### src/rtl/oam_dma_pkg.sv
// Shared types and default addresses for the sprite OAM DMA controller.
package oam_dma_pkg;

   typedef enum logic [2:0] {
      IDLE,
      HALT_WAIT,
      READ,
      READ_WAIT,
      WRITE,
      DONE
   } dma_state_t;

   localparam logic [15:0] DMA_REG_ADDR_DEFAULT  = 16'h4014;
   localparam logic [15:0] OAM_DATA_ADDR_DEFAULT = 16'h2004;

endpackage

### src/rtl/oam_dma_controller_bus_owner_mux.sv
// Selects between the CPU bus and the DMA engine as master of the system memory bus.
module bus_owner_mux (
   input  logic        dma_owns_bus,
   input  logic [15:0] cpu_addr,
   input  logic [7:0]  cpu_data,
   input  logic        cpu_we,
   input  logic        cpu_re,
   input  logic [15:0] dma_addr,
   input  logic [7:0]  dma_data,
   input  logic        dma_we,
   input  logic        dma_re,
   output logic [15:0] mem_addr,
   output logic [7:0]  mem_data_out,
   output logic        mem_write_en,
   output logic        mem_read_en
);

   assign mem_addr     = dma_owns_bus ? dma_addr : cpu_addr;
   assign mem_data_out = dma_owns_bus ? dma_data : cpu_data;
   assign mem_write_en = dma_owns_bus ? dma_we   : cpu_we;
   assign mem_read_en  = dma_owns_bus ? dma_re   : cpu_re;

endmodule

### src/rtl/oam_dma_controller.sv
// Sprite DMA: snoops writes to the trigger register, halts the CPU and copies one
// 256-byte page to the OAM data port, one read/write pair per byte.
module oam_dma_controller
   import oam_dma_pkg::*;
#(
   parameter logic [15:0] DMA_REG_ADDR  = DMA_REG_ADDR_DEFAULT,
   parameter logic [15:0] OAM_DATA_ADDR = OAM_DATA_ADDR_DEFAULT,
   parameter int          HALT_DELAY    = 2,
   parameter int          READ_LATENCY  = 2
) (
   input  logic        clk,
   input  logic        rst,
   input  logic [15:0] cpu_addr,
   input  logic [7:0]  cpu_data_out,
   input  logic        cpu_write_en,
   input  logic        cpu_read_en,
   output logic [15:0] mem_addr,
   output logic [7:0]  mem_data_out,
   output logic        mem_write_en,
   output logic        mem_read_en,
   input  logic [7:0]  mem_data_in,
   output logic        cpu_halt,
   output logic        dma_busy,
   output logic        dma_done
);

   localparam logic [7:0] HALT_LAST   = 8'(HALT_DELAY - 1);
   localparam logic [7:0] WAIT_LAST   = 8'((READ_LATENCY > 1) ? READ_LATENCY - 2 : 0);
   localparam bit         SINGLE_READ = (READ_LATENCY == 1);

   dma_state_t  state_reg, state_next;
   logic [7:0]  page_reg, idx_reg, data_reg, cnt_reg;
   logic        cpu_halt_reg, dma_busy_reg;

   logic        trigger;
   logic        dma_owns_bus;
   logic [15:0] dma_addr;
   logic [7:0]  dma_data;
   logic        dma_we, dma_re;

   // Only a real write in IDLE starts a transfer; reads and writes while busy are ignored.
   assign trigger = (state_reg == IDLE) && cpu_write_en && (cpu_addr == DMA_REG_ADDR);

   always_ff @(posedge clk) begin
      if (rst) begin
         state_reg    <= IDLE;
         page_reg     <= 8'd0;
         idx_reg      <= 8'd0;
         data_reg     <= 8'd0;
         cnt_reg      <= 8'd0;
         cpu_halt_reg <= 1'b0;
         dma_busy_reg <= 1'b0;
      end else begin
         state_reg <= state_next;
         case (state_reg)
            IDLE: begin
               if (trigger) begin
                  page_reg     <= cpu_data_out;
                  idx_reg      <= 8'd0;
                  cnt_reg      <= 8'd0;
                  cpu_halt_reg <= 1'b1;
                  dma_busy_reg <= 1'b1;
               end
            end
            HALT_WAIT: cnt_reg <= (state_next == HALT_WAIT) ? cnt_reg + 8'd1 : 8'd0;
            READ: begin
               if (SINGLE_READ) data_reg <= mem_data_in;
            end
            READ_WAIT: begin
               if (state_next == WRITE) begin
                  data_reg <= mem_data_in;
                  cnt_reg  <= 8'd0;
               end else begin
                  cnt_reg  <= cnt_reg + 8'd1;
               end
            end
            // idx stays at FF on the last byte so the source never leaves the page.
            WRITE: begin
               if (idx_reg != 8'hFF) idx_reg <= idx_reg + 8'd1;
            end
            DONE: begin
               cpu_halt_reg <= 1'b0;
               dma_busy_reg <= 1'b0;
               idx_reg      <= 8'd0;
            end
            default: ;
         endcase
      end
   end

   always_comb begin
      state_next = state_reg;
      case (state_reg)
         IDLE:      if (trigger) state_next = HALT_WAIT;
         HALT_WAIT: if (cnt_reg == HALT_LAST) state_next = READ;
         READ:      state_next = SINGLE_READ ? WRITE : READ_WAIT;
         READ_WAIT: if (cnt_reg == WAIT_LAST) state_next = WRITE;
         WRITE:     state_next = (idx_reg == 8'hFF) ? DONE : READ;
         DONE:      state_next = IDLE;
         default:   state_next = IDLE;
      endcase
   end

   always_comb begin
      dma_owns_bus = 1'b1;
      dma_addr     = {page_reg, idx_reg};
      dma_data     = data_reg;
      dma_we       = 1'b0;
      dma_re       = 1'b0;
      dma_done     = 1'b0;
      case (state_reg)
         IDLE: dma_owns_bus = 1'b0;
         DONE: begin
            dma_owns_bus = 1'b0;
            dma_done     = 1'b1;
         end
         READ: dma_re = 1'b1;
         WRITE: begin
            dma_addr = OAM_DATA_ADDR;
            dma_we   = 1'b1;
         end
         default: ;
      endcase
   end

   bus_owner_mux u_bus_owner_mux (
      .dma_owns_bus (dma_owns_bus),
      .cpu_addr     (cpu_addr),
      .cpu_data     (cpu_data_out),
      .cpu_we       (cpu_write_en),
      .cpu_re       (cpu_read_en),
      .dma_addr     (dma_addr),
      .dma_data     (dma_data),
      .dma_we       (dma_we),
      .dma_re       (dma_re),
      .mem_addr     (mem_addr),
      .mem_data_out (mem_data_out),
      .mem_write_en (mem_write_en),
      .mem_read_en  (mem_read_en)
   );

   assign cpu_halt = cpu_halt_reg;
   assign dma_busy = dma_busy_reg;

endmodule

### config.mk
export PLATFORM = sky130hd
export DESIGN_NAME = oam_dma_controller
export DESIGN_NICKNAME = d
export VERILOG_FILES = /design/src/rtl/oam_dma_pkg.sv /design/src/rtl/oam_dma_controller_bus_owner_mux.sv /design/src/rtl/oam_dma_controller.sv
export SDC_FILE = /design/constraint.sdc
export NUM_CORES = 1
export LEC_CHECK = 0
export ABC_AREA = 1
export CELL_PAD_IN_SITES_DETAIL_PLACEMENT = 0
export CELL_PAD_IN_SITES_GLOBAL_PLACEMENT = 1
export CORE_MARGIN = 4
export CORE_UTILIZATION = 36
export DETAILED_ROUTE_END_ITERATION = 10
export GPL_ROUTABILITY_DRIVEN = 0
export PLACE_DENSITY = 0.94
export SYNTH_ARGS = -nofsm -noshare
export SYNTH_HDL_FRONTEND = slang
export SYNTH_SLANG_ARGS = --single-unit
### constraint.sdc
create_clock -name clk -period 3.28 [get_ports clk]
set_input_delay 0.656 -clock clk [delete_from_list [all_inputs] [get_ports clk]]
set_output_delay 0.656 -clock clk [all_outputs]
set_load 0.02 [all_outputs]
# Yosys cells after proc, flatten, opt, wreduce, memory -nomap -nowiden
# Index checks and enable logic that the tools add are counted.
totals:
  latchBits: 0
  ramBits: 0
  input_bits: 36
  romBits: 0
  word_cells: 55
  mem_count: 0
  ff_bits: 36
op_classes:
  n_div: 0
  shifts: 0
  magnitude_cmp: 0
  n_mul: 0
  n_eq_ne: 13
  reduce_logical: 13
  n_addsub: 2
  n_mux: 21
  n_bitwise: 0
ops:
  columns: ["op", "count"]
  rows:
  - ["case mux 8 bit (3 select lines)", 2]
  - ["two-way mux 8 bit", 5]
  - ["two-way mux 16 bit", 2]
  - ["adder 8 x 1 -> 8 bit (second input constant)", 2]
  - ["equality test 16 x 15 -> 1 bit (second input constant)", 1]
  - ["case mux 3 bit (5 select lines)", 1]
  - ["two-way mux 3 bit", 4]
  - ["equality test 3 bit (second input constant)", 3]
  - ["equality test 8 x 1 -> 1 bit (second input constant)", 1]
  - ["equality test 8 bit (second input constant)", 1]
  - ["logical NOT 8 bit", 1]
  - ["!= test 8 bit (second input constant)", 1]
  - ["AND reduction 2 bit", 4]
  - ["equality test 3 x 1 -> 1 bit (second input constant)", 2]
  - ["equality test 3 x 2 -> 1 bit (second input constant)", 2]
  - ["two-way mux 1 bit", 6]
  - ["nonzero test 3 bit", 2]
  - ["!= test 2 bit (second input constant)", 2]
  - ["logical NOT 3 bit", 1]
  - ["AND reduction 3 bit", 1]
  - ["logical AND 1 bit", 2]
  - ["case mux 1 bit (2 select lines)", 1]
  - ["nonzero test 2 bit", 1]
  - ["OR reduction 2 bit", 1]

# Longest topological paths before layout
# Gate-level depths: netlist of run 1.
logic_depth:
  word_depth: 8
  ltp_mapped: 10

# Modules after synthesis
# From an unflattened synthesis of run 1, not the netlist that was laid out.
unflattened:
  hier_cells: 387
  area_unflattened_um2: 2399.8
by_module_without_submodules:
  columns: ["mod", "n_inst", "cells_each", "area_per_inst_um2"]
  rows:
  - ["oam_dma_controller", 1, 303, 2026.9]
  - ["bus_owner_mux", 1, 84, 372.9]

# Least setup slack after synthesis of run 1
# OpenSTA, ideal clock, no wires.
synth_timing:
  path_kind: "flip-flop to output port"
  startpoint: "reg state_reg[2]"
  endpoint: "out mem_data_out[0]"
  path_slack_ns: 1.152
  stages_incl_launch_ff: 8
  t_arrival_ns: 1.472
  path_cell_list: "dfxtp_1 > inv_2 > nand2_4 > inv_2 > nor2_4 > inv_2 > buf_6 > o21ai_0"
synth_between:
  elab_chain_len: 3
  word_cells_on_any_way: 4
  classes_between: "1 x eq/ne; 1 x mux; 2 x reduce/logical"
synth_lines:
  columns: ["element", "line", "text"]
  rows:
  - ["from (decl)", "oam_dma_controller.sv:31", "dma_state_t state_reg, state_next;"]
  - ["from (signal assigned)", "oam_dma_controller.sv:54", "state_reg <= state_next;"]
  - ["equality test 3 bit or logical NOT 3 bit (tied branches)", "oam_dma_controller.sv:111", "case (state_reg)"]
  - ["OR reduction 2 bit (no source line) (*)", null, null]
  - ["two-way mux 8 bit (*)", "oam_dma_controller_bus_owner_mux.sv:19", "assign mem_data_out = dma_owns_bus ? dma_data : cpu_data;"]
  - ["to (decl)", "oam_dma_controller.sv:18", "output logic [7:0] mem_data_out,"]
# Every way passes the cells marked *; elsewhere a longest branch is shown, timed or not.

# Final worst setup path of run 1
layout_timing:
  startpoint: "reg state_reg[0]"
  endpoint: "out mem_addr[11]"
layout_between:
  elab_chain_len: 3
  word_cells_on_any_way: 6
  classes_between: "2 x eq/ne; 2 x mux; 2 x reduce/logical"
layout_lines:
  columns: ["element", "line", "text"]
  rows:
  - ["equality test 3 bit or logical NOT 3 bit (tied branches)", "oam_dma_controller.sv:111", null]
  - ["two-way mux 16 bit or OR reduction 2 bit (tied branches)", null, null]
  - ["two-way mux 16 bit (*)", "oam_dma_controller_bus_owner_mux.sv:18", "assign mem_addr = dma_owns_bus ? dma_addr : cpu_addr;"]
  - ["to (decl)", "oam_dma_controller.sv:17", "output logic [15:0] mem_addr,"]
# Marked as above.

==> impl_results.md, run 1 <==
* Residual DRC at 0
* Clock transition at the register clock pins on the worst setup and hold paths after CTS at 0.08 ns
* Total core area at 0.00603 mm^2
* Fin nets at 436
* Largest net degree at the start of global routing at 32
* Clock Skews at 0.0100 ns
* Setup slack of the most critical reg-to-reg path at 1.66 ns
* Fraction of power spent switching nets at 25.7%
* Combined global-route utilization of all metal layers at 16.4%
* Post-synth net total at 375
* Cts repair resizes at 0
* Number of H-tree levels at 2
* Hold Path End: data_reg[6]
* Number of pins exceeding their max-slew limit in the final report at 0
* Total global routing overflow at 0
* Relative contribution of sequential cells to total power at slightly below 50%
* Setup repair after global routing missed its margin: false
* Number of nets still failing antenna checks after routing at 0
* Hold Buf Count CTS at 0
* Hold crit path type: flip-flop to flip-flop
* Initial antenna violation count at 0
* Count of buffers added by post-CTS timing repair for setup at 0
* Average footprint of a synthesized cell at around 6.8 um^2
* Part of the Yosys area used for sequential elements at 31.7%
* Row Count at 28
* Area used by multi-input combinational logic at 0.00128 mm^2
* CTS sink cnt at 36
* Cell Pwr Density at 294 mW/mm^2
* FMAX at 0.339 GHz
* Number of distinct library cells after synthesis at 30
* P_sw at between 200 and 250 uW
* Share of the cycle needed by the critical path after routing at 90.0%
* WP data required at between 2 and 3 ns
* Iteration count of the initial detailed-routing pass at 4
* Comb pwr share at 15.2%
* Arrival time of the worst setup path at 2.30 ns
* Slew at the pin closest to its max-slew limit at 0.398 ns
* Gate Count Post-Synth at around 340
* CP Launch Type: flip-flop
* Reported leakage power at 0.00111 uW
* Startpoint-to-endpoint class of the critical path: flip-flop to output port
* Post-Synthesis Cell Area at 0.00227 mm^2
* Die Area at 0.00765 mm^2
* Final critical path time including I/O delays and setup at 2.95 ns
* Part of the total power dissipated in the clock network at 35.7%
* Proportion of layout cells with a drive suffix above 1 at about a tenth
* Category of the worst setup path capture point: output port
* Die Wd at 87.4 um
* Cell internal pwr at 660 uW
* Maximum net fanout on the critical path at 12
* Max capacitance violation total at 0
* Synthesis-to-finish area growth at 32.9%
* Status: complete, no violations
* Headroom to the max-slew limit at 73.3%
* Peak ir drop on the vdd network at about 0.00022 V
* Starting density of the core at 37.7%
* Warning count from the yosys run at 0
* Number of global-route vias before repair at 2186
* Capture instance of the worst register-to-register path: idx_reg[4]
* HPWL reported at the end of detailed placement at around 4400 um
* Setup-violating endpoint count in the final report at 0
* Number of buffers between clock root and the deepest sink at 2
* Avg WL per Cell at around 13 um
* # diodes at 0
* Vias after detailed routing at 2279
* Worst hold path startpoint: data_reg[6]
* Wire length of the first global-routing pass at 9950 um
* Root Buffer Master: clkbuf_8
* Hold Fails Final Rpt at 0
* Number of placed I/O pins at between 60 and 70
* Port Buffers at 64
* CTS Buf Count at 5
* Hold Crit Depth at 2
* Clock insertion delay at the later pin of the skew report at 0.29 ns
* Post-Route Hold Slack at 0.450 ns
* Number of fillers in the final layout at 614
* TritonCTS clock tree: built
* Number of synthesized register bits at 36
* Iteration-0 DRC Markers at 128
* Y dimension of the die at 87.4 um
* Post-detailed-routing wire length at 6030 um
* Per-cell via count in the routed design at 4.83
* Area used by sequential logic in the layout at 721 um^2
* Cell count of the worst reg-to-reg path at 9
* Post-route setup TNS at 0 ns
* Total non-filler cell area in the finished layout at 0.00302 mm^2
* Startpoint of the most critical register-to-register path: idx_reg[1]
* Area after detailed placement at 0.00293 mm^2
## synth_stat cells
| library cell | n | share of area, % |
|---|---|---|
| a211oi_2 | 9 | 5.0 |
| a21oi_1 | 32 | 7.0 |
| a22o_1 | 2 | 0.77 |
| a22oi_1 | 1 | 0.33 |
| buf_2 | 1 | 0.22 |
| buf_4 | 1 | 0.33 |
| buf_6 | 5 | 2.5 |
| clkbuf_1 | 4 | 0.66 |
| dfxtp_1 | 36 | 32 |
| ha_1 | 4 | 2.2 |
| inv_1 | 43 | 7.1 |
| inv_2 | 7 | 1.2 |
| nand2_1 | 79 | 13 |
| nand2_2 | 1 | 0.28 |
| nand2_4 | 4 | 2.0 |
| nand2_8 | 1 | 0.88 |
| nand3_1 | 15 | 3.3 |
| nand3_4 | 1 | 0.77 |
| nand3b_1 | 1 | 0.33 |
| nand4_1 | 1 | 0.28 |
| nor2_1 | 41 | 6.8 |
| nor2_4 | 6 | 3.0 |
| nor2_8 | 1 | 0.88 |
| nor3_1 | 2 | 0.44 |
| nor3_4 | 1 | 0.72 |
| o21ai_0 | 28 | 6.2 |
| o21ai_1 | 4 | 0.88 |
| o21ai_2 | 1 | 0.39 |
| o22ai_1 | 2 | 0.55 |
| xnor2_1 | 1 | 0.39 |
## cell type report
| class | instances | share of cell area (%) |
|---|---|---|
| repair buffers | 65 | 21.5 |
| multi-input cells | 238 | 42.4 |
| flip-flops and latches | 36 | 23.9 |
| well taps | 75 | 3.11 |
| inverters | 50 | 6.30 |
| clock inverters | 3 | 0.621 |
| clock buffers | 5 | 2.28 |
## cell usage in the layout, fill, tap and decap left out, types with 4 or more instances in the layout
cell type and instances:
o21ai_0 28, clkbuf_8 5, clkdlybuf4s50_1 64, o21ai_1 4
nand2_4 4, a211oi_2 9, nand2_1 79, nor2_1 41
nor2_4 6, inv_1 43, dfxtp_1 36, inv_2 6
nand3_1 15, a21oi_1 32, ha_1 4
## routing by layer
layer	share of wire, %	routed length (um)	vias up	track usage (%)
li1	-	-	1191	-
met1	46	2800	1010	21.8
met2	43	2590	70	25.4
met3	9.0	541	8	4.92
met4	1.6	97	0	5.44
met5	0	0	-	0
## logic make-up (layout without fill, tap and decap cells)
| logic type | after synthesis | count (layout) | share of synthesized area [%] |
|---|---|---|---|
| xor+xnor | 1 | 1 | 0.386 |
| fa+ha+maj | 4 | 4 | 2.20 |
| flops | 36 | 36 | 31.7 |
| buf+inv | 61 | 123 | 11.9 |
| compound gates | 79 | 79 | 21.1 |
| simple gates | 154 | 154 | 32.7 |
## worst max path at each step
stage | start | cells after the start | endpoint | slack, ns
2_1_floorplan | state_reg[2] | 7 | mem_data_out[0] | 1.15
3_3_place_gp | state_reg[2] | 7 | mem_data_out[0] | 0.55
3_5_place_dp | state_reg[2] | 7 | mem_data_out[0] | 0.52
4_1_cts | state_reg[2] | 7 | mem_data_out[0] | 0.17
5_1_grt | state_reg[0] | 7 | mem_addr[4] | 0.16
6_report | state_reg[0] | 7 | mem_addr[11] | 0.33
## through the flow
stage / instances / total power (uW) / worst slack (ns) / utilization, %
5_1_grt: 472 / 929 / 0.155 / 50.1
3_5_place_dp: 464 / 581 / 0.523 / 48.6
6_report: 472 / 888 / 0.329 / 50.1
4_1_cts: 472 / 902 / 0.167 / 50.1
2_1_floorplan: 335 / 497 / 1.15 / -
3_3_place_gp: 464 / 581 / 0.550 / 48.6
## worst max-delay path, stage by stage (launching register included)
cell             delay [ns]
dfxtp_1                0.42
inv_2                  0.10
nor2_4                 0.13
inv_2                  0.12
nand2_4                0.15
inv_1                  0.20
o21ai_0                0.23
clkdlybuf4s50_1        0.64
## power by group through the flow
stage                     logic [uW]  clock network (uW)  registers, uW
after floorplan                 49.7                   0            447
after global placement           134                   0            447
after detailed placement         135                   0            447
after CTS                        136                 330            437
after global routing             145                 347            437
final                            135                 317            437
No activity file was read; power rests on OpenSTA's default activity.
==> inputs of run 2 (changes only) <==
--- a/config.mk
+++ b/config.mk
@@ -8,7 +8,7 @@
 export ABC_AREA = 1
 export CELL_PAD_IN_SITES_DETAIL_PLACEMENT = 0
 export CELL_PAD_IN_SITES_GLOBAL_PLACEMENT = 1
-export CORE_MARGIN = 4
+export CORE_MARGIN = 2
 export CORE_UTILIZATION = 36
 export DETAILED_ROUTE_END_ITERATION = 10
 export GPL_ROUTABILITY_DRIVEN = 0
@@ -16,3 +16,4 @@
 export SYNTH_ARGS = -nofsm -noshare
 export SYNTH_HDL_FRONTEND = slang
 export SYNTH_SLANG_ARGS = --single-unit
+export TNS_END_PERCENT = 10
==> impl_results.md, run 2 (synthesis gave the netlist of run 1 again) <==
* Y dimension of the die at 83.4 um
* Relative contribution of sequential cells to total power at slightly below 50%
* Clock insertion delay at the later pin of the skew report at between 0.2 and 0.3 ns
* TritonCTS clock tree: built
* Cell Pwr Density at 297 mW/mm^2
* Arrival time of the worst setup path at approximately 2.3 ns
* Hold Buf Count CTS at 0
* Total non-filler cell area in the finished layout at 0.00303 mm^2
* Die Area at 0.00696 mm^2
* Clock transition at the register clock pins on the worst setup and hold paths after CTS at 0.07 ns
* Port Buffers at 64
* Pre-CTS WS at 0.500 ns
* Status: complete, no violations
* Hold Fails Final Rpt at 0
* Total global routing overflow at 0
* Peak ir drop on the vdd network at around 0.00018 V
* Combined global-route utilization of all metal layers at roughly 17%
* Most frequent cells in the layout: nand2_1, clkdlybuf4s50_1, inv_1
* Share of the cycle needed by the critical path after routing at 89.7%
* Number of placed I/O pins at 65
* Part of the total power dissipated in the clock network at 36.4%
* Per-cell via count in the routed design at 4.80
* Number of H-tree levels at 2
* Post-Route Hold Slack at 0.450 ns
* CP Launch Type: flip-flop
* Fraction of power spent switching nets at around a quarter
* Cell internal pwr at 679 uW
* Category of the worst setup path capture point: output port
* Area used by multi-input combinational logic at 0.00128 mm^2
* FMAX at 0.340 GHz
* Comb pwr share at 14.9%
* Startpoint of the most critical register-to-register path: idx_reg[1]
* Count of buffers added by post-CTS timing repair for setup at 0
* Post-Route Utilization at about 50%
* Startpoint-to-endpoint class of the critical path: flip-flop to output port
* Setup repair after global routing missed its margin: false
* Cell type group with the largest total delay on the critical path: buffers and inverters
* Iteration-0 DRC Markers at roughly 120
* Proportion of layout cells with a drive suffix above 1 at about a tenth
* Cts repair resizes at 0
* Hold Crit Depth at 2
* CTS Buf Count at 5
* Total core area at 0.00603 mm^2
* Wire length of the first global-routing pass at 9710 um
* Vias after detailed routing at approximately 2300
* Area used by sequential logic in the layout at 721 um^2
* Maximum net fanout on the critical path at 31
* P_sw at 218 uW
* Avg WL per Cell at between 10 and 15 um
* Root Buffer Master: clkbuf_8
* Fin nets at 436
* Number of nets still failing antenna checks after routing at 0
* Hold Path End: data_reg[6]
* WP data required at 2.62 ns
* Initial antenna violation count at 0
* Row Count at 28
* Synthesis-to-finish area growth at 33.1%
* Headroom to the max-slew limit at 73.5%
* Hold crit path type: flip-flop to flip-flop
* Largest net degree at the start of global routing at 32
* HPWL reported at the end of detailed placement at 4310 um
* CTS sink cnt at 36
* Post-route worst setup slack at about 0.34 ns
* Die Wd at roughly 83 um
* Iteration count of the initial detailed-routing pass at 6
* Capture instance of the worst register-to-register path: idx_reg[4]
* Residual DRC at 0
* Post-route setup TNS at 0 ns
* Longest individual stage delay on the worst path at ~0.64 ns
* Clock Skews at slightly below 0.006 ns
* Number of buffers between clock root and the deepest sink at 2
* Max capacitance violation total at 0
* Starting density of the core at approximately 38%
* Reported leakage power at 0.00111 uW
* Buffers and inverters on the worst path at 3
* Crit-path slowest cell: clkdlybuf4s50_1
* Setup slack of the most critical reg-to-reg path at 1.68 ns
* Cells along the critical path: inv_2 > nor3_4 > nor2_4 > inv_4 > nand2_1 > o21ai_0 > clkdlybuf4s50_1
* Worst hold path startpoint: data_reg[6]
* # diodes at 0
* Area after detailed placement at 0.00293 mm^2
* Post-detailed-routing wire length at 5680 um
* Number of global-route vias before repair at 2167
* Setup-violating endpoint count in the final report at 0
* Most common library cell in the layout ignoring fill and taps: nand2_1
* Number of fillers in the final layout at 633
* Cell count of the worst reg-to-reg path at 9
* Slew at the pin closest to its max-slew limit at 0.395 ns
* Final critical path time including I/O delays and setup at 2.94 ns
* Number of pins exceeding their max-slew limit in the final report at 0
-- run 2: changes by cell type in the layout (fill, tap and decap cells not counted), sizes merged --
cell    previous run  this run
clkinv             3         2
clkbuf             5         6
-- run 2: worst max path at each step --
stage	from	endpoint	slack, ns	depth (start not counted)
after floorplan	state_reg[2]	mem_data_out[0]	1.15	7
after global placement	state_reg[2]	mem_data_out[0]	0.54	7
after detailed placement	state_reg[2]	mem_data_out[0]	0.50	7
after CTS	state_reg[2]	mem_data_out[0]	0.16	7
after global routing	state_reg[2]	mem_data_out[0]	0.17	7
final	state_reg[2]	mem_data_out[0]	0.34	7
-- run 2: per-layer routing --
metal | routed length [um] | up-vias | global-route usage [%]
li1 | - | 1191 | -
met1 | 2640 | 996 | 22.0
met5 | 0 | - | 0
met2 | 2540 | 72 | 27.9
met4 | 97 | 0 | 5.28
met3 | 405 | 7 | 4.27
-- run 2: worst reg2reg max path, stage by stage (launching register included) --
cell and delay (ns):
dfxtp_1 0.41, ha_1 0.25, inv_1 0.08, nor2_1 0.15
nand2_1 0.14, nor2_4 0.18, nor2_8 0.07, nand2_4 0.09
nand2_1 0.06, a21oi_1 0.12
-- run 2: final cells by class --
type                       instances  area share (%)
multi-input combinational        238            42.3
sequential                        36            23.8
timing repair buffer              65            21.4
inverter                          50            6.29
tap                               75            3.10
clock buffer                       6            2.73
clock inverter                     2           0.331
-- run 2: power by group through the flow --
stage	registers [uW]	clock network [uW]	logic, uW
floorplan	447	0	49.7
global placement	447	0	134
detailed placement	447	0	134
CTS	437	341	135
global route	436	357	143
finish	437	327	134
-- run 2: metrics by stage --
step,power [uW],cells
floorplan,497,335
global placement,581,464
detailed placement,581,464
CTS,912,472
global route,937,472
finish,897,472
